===== config.mk =====
export PLATFORM = sky130hd
export DESIGN_NAME = serial_adder
export DESIGN_NICKNAME = d
export VERILOG_FILES = /design/src/rtl/half_adder.sv /design/src/rtl/serial_adder.sv
export SDC_FILE = /design/constraint.sdc
export NUM_CORES = 1
export LEC_CHECK = 0
export CAP_MARGIN = 10
export CORE_MARGIN = 1.5
export CORE_UTILIZATION = 45
export CTS_CLUSTER_SIZE = 14
export DETAILED_ROUTE_END_ITERATION = 7
export PLACE_DENSITY = 0.71
export SYNTH_ARGS = -nofsm -noshare
export SYNTH_HDL_FRONTEND = slang
export SYNTH_SLANG_ARGS = --single-unit

===== constraint.sdc =====
create_clock -name clk_in -period 1.7 [get_ports clk_in]
set_input_delay 0.255 -clock clk_in [delete_from_list [all_inputs] [get_ports clk_in]]
set_output_delay 0.255 -clock clk_in [all_outputs]
set_load 0.05 [all_outputs]

===== src/rtl/half_adder.sv =====
// Half adder cell: one-bit sum and carry of two input bits.
module half_adder (
    input  logic a,
    input  logic b,
    output logic sum,
    output logic carry
);

    assign sum   = a ^ b;
    assign carry = a & b;

endmodule


===== src/rtl/serial_adder.sv =====
// Bit-serial WIDTH-bit adder. Operands are captured in parallel and summed one
// bit per clock, LSB first, through a full adder made of two half_adder cells
// and an OR, with the carry held in a flop between bits. The result registers
// update only on completion and hold until the next completion.
module serial_adder #(
    parameter int WIDTH = 8
) (
    input  logic             clk_in,
    input  logic             rst_in,
    input  logic             start_in,
    input  logic [WIDTH-1:0] a_in,
    input  logic [WIDTH-1:0] b_in,
    output logic             busy_out,
    output logic             done_out,
    output logic [WIDTH-1:0] sum_out,
    output logic             carry_out
);

    localparam int CW = $clog2(WIDTH);

    typedef enum logic [1:0] {
        IDLE = 2'd0,
        RUN  = 2'd1,
        DONE = 2'd2
    } state_t;

    state_t           state_r;
    state_t           state_s;
    logic [WIDTH-1:0] a_sr_r;
    logic [WIDTH-1:0] b_sr_r;
    logic [WIDTH-1:0] s_sr_r;
    logic             carry_r;
    logic [CW-1:0]    cnt_r;

    logic             ha0_sum_s;
    logic             ha0_carry_s;
    logic             bit_sum_s;
    logic             ha1_carry_s;
    logic             carry_next_s;
    logic             last_s;
    logic             accept_s;

    // First half adder: operand bits.
    half_adder u_ha0 (
        .a     (a_sr_r[0]),
        .b     (b_sr_r[0]),
        .sum   (ha0_sum_s),
        .carry (ha0_carry_s)
    );

    // Second half adder: partial sum plus the carry fed back from the previous bit.
    half_adder u_ha1 (
        .a     (ha0_sum_s),
        .b     (carry_r),
        .sum   (bit_sum_s),
        .carry (ha1_carry_s)
    );

    assign carry_next_s = ha0_carry_s | ha1_carry_s;
    assign last_s       = (state_r == RUN) && (cnt_r == CW'(WIDTH - 1));
    // A new operation is accepted exactly when the FSM enters RUN from outside RUN.
    assign accept_s     = (state_s == RUN) && (state_r != RUN);

    // Next-state logic: start accepted from IDLE or DONE, RUN lasts WIDTH bits.
    always_comb begin
        state_s = state_r;
        case (state_r)
            IDLE: begin
                if (start_in) begin
                    state_s = RUN;
                end else begin
                    state_s = IDLE;
                end
            end
            RUN: begin
                if (last_s) begin
                    state_s = DONE;
                end else begin
                    state_s = RUN;
                end
            end
            DONE: begin
                if (start_in) begin
                    state_s = RUN;
                end else begin
                    state_s = IDLE;
                end
            end
            default: begin
                state_s = IDLE;
            end
        endcase
    end

    // State register and registered status outputs decoded from the next state.
    always_ff @(posedge clk_in) begin
        if (rst_in) begin
            state_r  <= IDLE;
            busy_out <= 1'b0;
            done_out <= 1'b0;
        end else begin
            state_r  <= state_s;
            busy_out <= (state_s == RUN);
            done_out <= (state_s == DONE);
        end
    end

    // Datapath: load on accept, shift one bit per RUN cycle, publish result on the last bit.
    always_ff @(posedge clk_in) begin
        if (rst_in) begin
            a_sr_r    <= {WIDTH{1'b0}};
            b_sr_r    <= {WIDTH{1'b0}};
            s_sr_r    <= {WIDTH{1'b0}};
            carry_r   <= 1'b0;
            cnt_r     <= {CW{1'b0}};
            sum_out   <= {WIDTH{1'b0}};
            carry_out <= 1'b0;
        end else if (accept_s) begin
            a_sr_r  <= a_in;
            b_sr_r  <= b_in;
            carry_r <= 1'b0;
            cnt_r   <= {CW{1'b0}};
        end else if (state_r == RUN) begin
            a_sr_r  <= {1'b0, a_sr_r[WIDTH-1:1]};
            b_sr_r  <= {1'b0, b_sr_r[WIDTH-1:1]};
            s_sr_r  <= {bit_sum_s, s_sr_r[WIDTH-1:1]};
            carry_r <= carry_next_s;
            cnt_r   <= cnt_r + CW'(1);
            if (last_s) begin
                sum_out   <= {bit_sum_s, s_sr_r[WIDTH-1:1]};
                carry_out <= carry_next_s;
            end else begin
                sum_out   <= sum_out;
                carry_out <= carry_out;
            end
        end else begin
            a_sr_r <= a_sr_r;
            b_sr_r <= b_sr_r;
        end
    end

endmodule


Yosys cells after proc, flatten, opt, wreduce, memory -nomap -nowiden --
Index checks and enable logic that the tools add are counted. W data, S select, Z words.
Word-level totals: bits in registers 41, output and inout bits 11
Cells by class: add/subtract/negate cells 1, equal/unequal tests 6, mux-type cells 7, bitwise logic cells 6, reduce and logical (&&, ||, !) cells 8
Operators with widths (count):
- $mux W8 | 4
- $eq A2 B1 Y1 const B | 2
- $eq A2 B2 Y1 const B | 2
- $pmux W2 S2 | 1
- $reduce_or A2 Y1 | 2
- $add A3 B1 Y3 const B | 1
- $eq A3 B3 Y1 const B | 1
- $reduce_and A3 Y1 | 1
- $and A1 B1 Y1 | 2
- $logic_and A1 B1 Y1 | 2
- $logic_not A2 Y1 | 1
- $mux W2 | 1
- $ne A2 B1 Y1 const B | 1
- $reduce_and A2 Y1 | 1
- $reduce_bool A2 Y1 | 1
- $xor A1 B1 Y1 | 2
- $mux W1 | 1
- $not A1 Y1 | 1
- $or A1 B1 Y1 | 1

Longest topological paths before layout --
Gate-level depths: netlist of run 1.
word-level depth 8, gate-level depth with buffers 6

Modules after synthesis --
From an unflattened synthesis of run 1, not the netlist that was laid out.
Second synthesis, totals: cells, all modules 174, area total of the unflattened synthesis 1572.8 sq um
By module, submodules not included:
- serial_adder | times used 1, cells each 172, area an instance 1547.7 sq um, sequential area each 800.8 sq um
- half_adder | times used 2, cells each 1, area an instance 12.5 sq um, sequential area each 0.0 sq um

Least setup slack after synthesis of run 1 --
OpenSTA, ideal clock, no wires.
kind register to register, from reg cnt_r[0], to reg sum_out[5], setup time 0.134 ns, arrival 1.103 ns, data required time 1.566 ns, path slack 0.463 ns, stages on the path, launching flop included 7, path buffers 1, period minus slack after synthesis 1.237 ns, path through dfxtp_1 ha_1 ha_1 and3b_1 buf_2 nand2_1 a21oi_1
Between the ends: cells in the longest elaborated chain, start to end 8
Ends and longest elaborated chain:
- start, declared | RTL line serial_adder.sv:33 | logic [CW-1:0] cnt_r;
- start signal, assigned | RTL line serial_adder.sv:115 | cnt_r <= {CW{1'b0}};
- start signal, assigned | RTL line serial_adder.sv:122 | cnt_r <= {CW{1'b0}};
- start signal, assigned | RTL line serial_adder.sv:128 | cnt_r <= cnt_r + CW'(1);
- $eq A3 B3 Y1 (*) | RTL line serial_adder.sv:60 | assign last_s = (state_r == RUN) && (cnt_r == CW'(WIDTH - 1));
- $logic_and A1 B1 Y1 (*) | RTL line serial_adder.sv:60
- $mux W2 | RTL line serial_adder.sv:76 | if (last_s) begin
- $pmux W2 S2 | RTL line serial_adder.sv:67 | case (state_r)
- $eq A2 B1 Y1 | RTL line serial_adder.sv:62 | assign accept_s = (state_s == RUN) && (state_r != RUN);
- $logic_and A1 B1 Y1 | RTL line serial_adder.sv:62
- $not A1 Y1 (no source line)
- $reduce_and A3 Y1 (no source line) (*)
- end signal, assigned | RTL line serial_adder.sv:116 | sum_out <= {WIDTH{1'b0}};
- end signal, assigned | RTL line serial_adder.sv:130 | sum_out <= {bit_sum_s, s_sr_r[WIDTH-1:1]};
- end signal, assigned | RTL line serial_adder.sv:133 | sum_out <= sum_out;
- end, declared | RTL line serial_adder.sv:15 | output logic [WIDTH-1:0] sum_out,
Mark *: on every way between the ends. The rest lies on a longest branch, timed or not. A chain may end at the register's enable or synchronous reset.

Worst setup path after layout of run 1 --
from reg cnt_r[0], to reg sum_out[7]
The elaborated chain is that of the path after synthesis.

==> impl_metrics.yaml, run 1 <==
sta:
  tightest_slew_ns: 0.438
  period_share_pct: 81.9
  setup_viol: 0
  slew_headroom_pct: 70.7
  finalHoldViolCount: 0
  whs_ns: 0.467
  drv_slew: 0
  fin_ws_ns: 0.307
  rsz0062_at_grt: "no"
  finalCriticalPeriod_ns: 1.39
  timing.fmax_mhz: 718
  fin_tns_setup_ns: 0
  clock_skew_ns: 0.00656
layout:
  final_common_cell: "dfxtp_1"
  fill_cells: 323
  regArea_um2: 801
  final_area_um2: 1910
  final_cell_mix: "40 x dfxtp_1, 34 x nand2_1, 32 x a21oi_1"
  fin_util_pct: 57.4
  instances_no_fill: 247
  fin_nets: 222
  drive_above_1_share_pct: 13.4
  multiInputGateArea_um2: 649
  syn2layout_area_growth_pct: 22.5
  antenna_cells: 0
floorplan:
  core_area_um2: 3340
  die_area_um2: 3840
  pin_count: 30
  initial_core_util_pct: 46.8
  die_h_um: 61.9
  die_w_um: 61.9
  row_count: 21
synthesis:
  synth.ff_latch_count: 40
  synth_top_area_share_pct: 51.2
  ys_seq_area_share_pct: 51.2
  synthArstFlopShare_pct: 0
  synth_edf_count: 0
  ys.flop_type: "dfxtp_1"
  synth_area_um2: 1560
  ys_top_cells_by_area: "dfxtp_1 51%, a21oi_1 10%, nand2_1 8.2%, a22oi_1 6.7%, nand3_1 5.1%"
  synth_area_per_cell_um2: 8.98
  yosysWarningCount: 0
  syn-num-nets: 196
  synth_cells: 174
  yosys.cell_types.count: 23
  synth_area_leader_cell: "dfxtp_1"
clock_network:
  cts_buffers: 5
  path_clk_slew_ns: 0.11
  clock_path_buffers: 2
  cts_tree: "yes"
  clock-sinks: 40
  ctsHoldBuffers: 0
  post-cts-setup-buffers: 0
  clockRootBuffer: "clkbuf_4"
  post_cts_resized: 0
  clk_latency_ns: 0.34
  htreeDepth: 2
drt:
  antenna_left: 0
  num_vias: 1291
  viasPerCell: 5.23
  drc: 0
  wirelength_um: 2960
  dr.pass1.iters: 4
  avgRoutedWirePerCell_um: 12.0
  drt_first_iter_violations: 72
flow_run:
  maxCapViolations: 0
global_routing:
  grt_overflow_total: 0
  grtUsageTotal_pct: 17.7
  grt_start_max_net_pins: 41
  grt_pass1_vias: 1168
  grt_first_pass_wirelength_um: 4950
  antenna_found_initial: 0
power:
  power_leakage_nw: 0.709
  ir_drop_v: 0.000382
  power_density_nw_per_um2: 884
  total_power_mw: 1.69
critical_path:
  cp_max_fo: 11
  worstSetupEndpointType: "register"
  setup.worst_path.class: "reg -> reg"
  crit_required_ns: 1.98
  start_kind: "register"
  cp.arrival_ns: 1.67
placed_design:
  dp.cells: 239
  placed_area_um2: 1850
  dp_slack_ns: 0.301
  portBuffers: 29
  place.gp.congestion: 0.747
  dp_hpwl_um: 2000
min_path:
  min_path_type: "in -> reg"
run_status:
  status: "completed"
-- synth_stat cells, types with 2 or more instances --
library cell,n
clkbuf_1,4
a21oi_1,32
nor3_1,3
nor2_1,4
dfxtp_1,40
nand3_1,16
nand2_1,34
a22oi_1,14
ha_1,2
nand2b_1,2
buf_4,4
buf_6,2
mux2i_1,3
buf_2,5
-- where the power goes --
group,switching (mW),leakage [nW],internal (mW),total [mW]
registers,0.0197,0.326,0.971,0.991
clock network,0.294,0.0380,0.197,0.491
logic,0.105,0.346,0.105,0.210
total,0.419,0.709,1.27,1.69
-- registers in the layout, summed over array words and instances, names as in the netlist --
signal / flops
a_sr_r: 8
b_sr_r: 8
busy_out: 1
carry_out: 1
carry_r: 1
cnt_r: 3
done_out: 1
s_sr_r: 7
state_r: 2
sum_out: 8
-- routing by layer --
| metal | GRT usage (%) | share of wire, % | vias to the layer above |
|---|---|---|---|
| met2 | 30.5 | 50 | 28 |
| met5 | 0 | 0 | - |
| li1 | - | - | 650 |
| met1 | 19.7 | 45 | 611 |
| met3 | 7.25 | 5.2 | 2 |
| met4 | 6.38 | 0.64 | 0 |
-- cell families (layout without fill, tap and decap cells) --
group	count (synthesis)	count (layout)	share of synthesized area (%)
muxes	3	3	1.92
DFF	40	40	51.2
and+or+nand+nor	64	64	18.7
buffers and inverters	16	43	7.21
AOI/OAI and AO/OA	47	47	17.5
adders and majority gates	3	3	2.88
xor gates and xnor gates	1	1	0.561
-- layout make-up --
class | instances | share of cell area (%)
flip-flops and latches | 40 | 41.8
multi-input cells | 118 | 33.9
repair buffers | 35 | 18.0
well taps | 46 | 3.01
clock buffers | 6 | 2.68
clock inverters | 2 | 0.523
-- worst max-delay path, stage by stage (launching register included) --
cell      delay (ns)
dfxtp_1         0.34
ha_1            0.20
ha_1            0.20
nand3b_1        0.34
nand2_1         0.11
a21oi_1         0.15
-- final timing paths --
path                            depth (start not counted)                       to                    start  slack, ns
worst max-delay path                                    5  sum_out[7]$_SDFFE_PP0P_    cnt_r[0]$_SDFFE_PP0P_       0.31
worst min register to register                          2  sum_out[4]$_SDFFE_PP0P_  sum_out[4]$_SDFFE_PP0P_       0.47
worst min-delay path                                    3   a_sr_r[7]$_SDFFE_PP0P_                  a_in[7]       0.47
worst max register to register                          5  sum_out[7]$_SDFFE_PP0P_    cnt_r[0]$_SDFFE_PP0P_       0.31
(Power assumes the default switching activity.)
==> run 2: changes to the inputs <==
clock period = 1.45 ns   (was 1.7 ns; I/O delays follow)
==> impl_metrics.yaml, run 2 (synthesis gave the netlist of run 1 again) <==
run_status:
  status: "completed"
layout:
  syn2layout_area_growth_pct: 30.3
  fin_nets: 223
  antenna_cells: 0
  drive_above_1_share_pct: 14.4
  final_cell_mix: "40 x dfxtp_1, 34 x nand2_1, 32 x a21oi_1"
  final_common_cell: "dfxtp_1"
  fin_util_pct: 61.0
  reg_top3: "a_sr_r (8), b_sr_r (8), sum_out (8)"
floorplan:
  initial_core_util_pct: 46.8
  die_h_um: 61.9
  die_area_um2: 3840
  pin_count: 30
  die_w_um: 61.9
  row_count: 21
  core_area_um2: 3340
min_path:
  worstHoldStart: "a_in[7]"
  hold_depth: 3
  min_path_type: "in -> reg"
  hold_end: "a_sr_r[7]$_SDFFE_PP0P_"
clock_network:
  path_clk_slew_ns: 0.11
  ctsHoldBuffers: 0
  cts_buffers: 5
  clockRootBuffer: "clkbuf_4"
  clk_latency_ns: 0.34
  clock_path_buffers: 2
  htreeDepth: 2
  clock-sinks: 40
  cts_tree: "yes"
global_routing:
  grt_first_pass_wirelength_um: 4880
  antenna_found_initial: 0
  grtUsageTotal_pct: 17.5
  grt_overflow_total: 0
  grt_start_max_net_pins: 41
  grt_pass1_vias: 1171
drt:
  drt_first_iter_violations: 46
  viasPerCell: 5.18
  drc: 0
  wirelength_um: 3000
  dr.pass1.iters: 4
  num_vias: 1284
  avgRoutedWirePerCell_um: 12.1
  antenna_left: 0
sta:
  clock_skew_ns: 0.00429
  tightest_slew_ns: 0.195
  finalHoldViolCount: 0
  fin_ws_ns: 0.148
  finalCriticalPeriod_ns: 1.30
  setup_viol: 0
  fin_tns_setup_ns: 0
  drv_slew: 0
  period_share_pct: 89.8
  rsz0062_at_grt: "no"
  slew_headroom_pct: 86.9
  timing.fmax_mhz: 768
critical_path:
  crit_chain: "ha_1, ha_1, nand3b_1, buf_4, nand2_1, a21oi_1"
  cp_common_cell: "ha_1"
  critPathBufInv: 1
  r2r_start: "cnt_r[0]$_SDFFE_PP0P_"
  r2r_cells: 6
  start_kind: "register"
  critPathSlowestCell: "dfxtp_1"
  setup.worst_path.class: "reg -> reg"
  reg2reg_setup_slack_ns: 0.15
  r2r-end: "sum_out[7]$_SDFFE_PP0P_"
  cp.arrival_ns: 1.58
  max_stage_delay_ns: 0.34
  cp_max_fo: 10
  worstSetupEndpointType: "register"
  crit_required_ns: 1.73
  crit_family: "adder cells"
  cp.depth: 6
power:
  power_density_nw_per_um2: 982
  power_leakage_nw: 0.737
  ir_drop_v: 0.000833
placed_design:
  portBuffers: 29
  dp_slack_ns: 0.0699
  dp_hpwl_um: 2030
  place.gp.congestion: 0.703
flow_run:
  maxCapViolations: 0
[run 2: changes by cell type in the layout (fill, tap and decap cells not counted)]
cell / delta
and3b_1: -1
and3b_2: +1
buf_12: +9
buf_4: -8
[run 2: power breakdown]
group          leakage [nW]  internal [mW]  switching (mW)
clock network        0.0380          0.231           0.349
registers             0.326           1.14          0.0242
logic                 0.373          0.129           0.127
[run 2: routing by layer]
metal  up-vias  part of all wire (%)  track usage [%]  wire, µm
met4         0                   1.4             6.38        42
met1       594                    42             20.2      1260
met5         -                     0                0         0
li1        650                     -                -         -
met2        34                    51             30.5      1540
met3         6                   5.2             5.59       156
[run 2: worst max path at each step]
stage	startpoint	slack [ns]	endpoint
2_1_floorplan	cnt_r[0]$_SDFFE_PP0P_	0.21	sum_out[5]$_SDFFE_PP0P_
3_3_place_gp	cnt_r[0]$_SDFFE_PP0P_	0.12	carry_out$_SDFFE_PP0P_
3_5_place_dp	cnt_r[0]$_SDFFE_PP0P_	0.07	sum_out[7]$_SDFFE_PP0P_
4_1_cts	cnt_r[0]$_SDFFE_PP0P_	0.04	sum_out[7]$_SDFFE_PP0P_
5_1_grt	cnt_r[0]$_SDFFE_PP0P_	0.04	sum_out[4]$_SDFFE_PP0P_
6_report	cnt_r[0]$_SDFFE_PP0P_	0.15	sum_out[7]$_SDFFE_PP0P_
[run 2: cell type report]
class,count,area (µm²)
clock buffer,6,51.3
clock inverter,2,10.0
fill,296,1300
multi-input combinational,118,651
sequential,40,801
tap,46,57.6
timing repair buffer,36,465
[run 2: repair_timing]
item                                    4_1_cts  5_1_grt
endpoints found under the setup margin        0        9
setup buffers                                 0        1
resized for setup                             0        1
[run 2: stage by stage]
step	cells	area, µm²	hold WS [ns]	power (mW)
2_1_floorplan	174	1560	0.354	1.35
3_3_place_gp	239	1970	0.442	1.43
3_5_place_dp	239	1970	0.448	1.44
4_1_cts	247	2030	0.419	2.01
5_1_grt	248	2040	0.417	2.09
6_report	248	2040	0.424	2.00
[run 2: worst register-to-register path, cell delays in order (launching register included)]
cell      delay, ns
dfxtp_1        0.34
ha_1           0.20
ha_1           0.21
nand3b_1       0.11
buf_4          0.17
nand2_1        0.07
a21oi_1        0.14
==> run 3: changes to the inputs <==
ABC_AREA = 1   (was default)
CTS_BUF_LIST = sky130_fd_sc_hd__clkbuf_8 sky130_fd_sc_hd__clkbuf_16   (was default)
MAX_ROUTING_LAYER = met4   (was default)
PLACE_DENSITY = 0.7   (was 0.71)
==> impl_metrics.yaml, run 3 <==
clock_network:
  post-cts-setup-buffers: 0
  htreeDepth: 2
  cts_buffers: 5
  clock_path_buffers: 2
  clock-sinks: 40
  ctsHoldBuffers: 0
  path_clk_slew_ns: 0.07
  post_cts_resized: 0
  clk_latency_ns: 0.29
  clockRootBuffer: "clkbuf_8"
  cts_tree: "yes"
synthesis:
  syn-num-nets: 242
  synth_area_um2: 1690
  ys_seq_area_share_pct: 47.4
  synth_common_cells: "53 x nand3_1, 40 x dfxtp_1, 38 x nand2_1"
  synth_cells: 220
  synth_top_area_share_pct: 47.4
  synth_area_leader_cell: "dfxtp_1"
  synth.ff_latch_count: 40
  ys.flop_type: "dfxtp_1"
  synth_edf_count: 0
  yosys.cell_types.count: 21
  synthArstFlopShare_pct: 0
  synth.most_common_cell: "nand3_1"
  yosysWarningCount: 0
  synth_area_per_cell_um2: 7.68
  ys_top_cells_by_area: "dfxtp_1 47%, nand3_1 16%, nand2_1 8.4%, a21oi_1 6.5%, inv_1 3.8%"
power:
  power_frac_clock_pct: 37.4
  combPwrFrac_pct: 12.4
  power_density_nw_per_um2: 1070
  p_int_mw: 1.78
  total_power_mw: 2.36
  pwr-share-seq_pct: 50.2
  ir_drop_v: 0.000638
  switching_share_pct: 24.5
  power_leakage_nw: 0.952
  p_switching_mw: 0.579
global_routing:
  grt_start_max_net_pins: 29
  grt_pass1_vias: 1426
  grtUsageTotal_pct: 19.9
  grt_overflow_total: 0
  grt_first_pass_wirelength_um: 6270
  antenna_found_initial: 0
drt:
  drc: 0
  viasPerCell: 5.26
  avgRoutedWirePerCell_um: 12.0
  antenna_left: 0
  drt_first_iter_violations: 109
  dr.pass1.iters: 4
  num_vias: 1579
  wirelength_um: 3590
critical_path:
  r2r_cells: 5
  reg2reg_setup_slack_ns: 0.16
  start_kind: "register"
  r2r_start: "cnt_r[0]$_SDFFE_PP0P_"
  crit_required_ns: 1.64
  cp_max_fo: 9
  crit_start: "cnt_r[0]$_SDFFE_PP0P_"
  cp-endpoint: "sum_out[2]$_SDFFE_PP0P_"
  cp.arrival_ns: 1.48
  setup.worst_path.class: "reg -> reg"
  worstSetupEndpointType: "register"
  r2r-end: "sum_out[2]$_SDFFE_PP0P_"
floorplan:
  core_area_um2: 3630
  die_h_um: 64.3
  initial_core_util_pct: 46.5
  row_count: 22
  die_w_um: 64.3
  die_area_um2: 4130
  pin_count: 30
placed_design:
  portBuffers: 29
  dp.cells: 292
  place.gp.congestion: 0.845
  dp_hpwl_um: 2400
layout:
  instances_no_fill: 300
  final_common_cell: "nand3_1"
  antenna_cells: 0
  reg_top3: "a_sr_r (8), b_sr_r (8), sum_out (8)"
  final_cell_mix: "53 x nand3_1, 40 x dfxtp_1, 38 x nand2_1"
  drive_above_1_share_pct: 13.5
  syn2layout_area_growth_pct: 31.0
  fin_nets: 273
sta:
  slew_headroom_pct: 79.9
  finalHoldViolCount: 0
  setup_viol: 0
  finalCriticalPeriod_ns: 1.29
  period_share_pct: 88.7
  timing.fmax_mhz: 777
  fin_tns_setup_ns: 0
  tightest_slew_ns: 0.302
  clock_skew_ns: 0.00291
  rsz0062_at_grt: "no"
  whs_ns: 0.467
  drv_slew: 0
run_status:
  status: "completed"
min_path:
  worstHoldStart: "s_sr_r[4]$_SDFFE_PP0P_"
  min_path_type: "reg -> reg"
flow_run:
  maxCapViolations: 0
-- run 3: worst max-delay path: stages, from the launching register on --
cell and delay (ns):
dfxtp_1 0.35, ha_1 0.15, ha_1 0.32, nand2_2 0.19, nand3_1 0.12, nand2_1 0.05
-- run 3: kinds of logic (layout without fill, tap and decap cells) --
group,after synthesis,count (layout),synth area share [%]
AOI/OAI and AO/OA,31,31,9.48
xor gates and xnor gates,1,1,0.519
adders and majority gates,3,3,2.67
buffers and inverters,33,65,9.26
DFF,40,40,47.4
and+or+nand+nor,112,112,30.7
-- run 3: worst min-delay path by stage --
stage                                   end  slack [ns]  depth (start not counted)
global placement    sum_out[2]$_SDFFE_PP0P_        0.45                          2
CTS                 sum_out[3]$_SDFFE_PP0P_        0.47                          2
global route        sum_out[3]$_SDFFE_PP0P_        0.50                          2
floorplan            a_sr_r[7]$_SDFFE_PP0P_        0.36                          2
finish              sum_out[3]$_SDFFE_PP0P_        0.47                          2
detailed placement  sum_out[3]$_SDFFE_PP0P_        0.46                          2
-- run 3: stage by stage --
stage	setup slack [ns]	util, %	area [µm²]
finish	0.163	60.9	2210
global route	0.0511	60.9	2210
CTS	0.153	60.9	2210
detailed placement	0.0985	58.0	2110
global placement	0.116	58.0	2110
floorplan	0.331	-	1690
-- run 3: routing by layer --
metal  vias to the layer above  wire, µm  share of wire (%)  GRT usage, %
met4                         0        61                1.7          8.24
met5                         -         0                  0             -
li1                        778         -                  -             -
met1                       758      1640                 46          23.8
met3                         6       189                5.3          4.75
met2                        37      1700                 47          32.3
-- run 3: final cells by class --
class	instances	area [µm²]
Fill cell	335	1420
Sequential cell	40	801
Multi-Input combinational cell	147	732
Timing Repair Buffer	37	435
Inverter	20	77.6
Clock buffer	5	68.8
Tap cell	48	60.1
Clock inverter	3	38.8
-- run 3: power by group through the flow --
stage | combinational (mW) | clock (mW) | sequential (mW)
floorplan | 0.195 | 0 | 1.21
CTS | 0.293 | 0.901 | 1.19
global route | 0.328 | 0.950 | 1.19
finish | 0.294 | 0.884 | 1.19
detailed placement | 0.291 | 0 | 1.21
global placement | 0.288 | 0 | 1.21
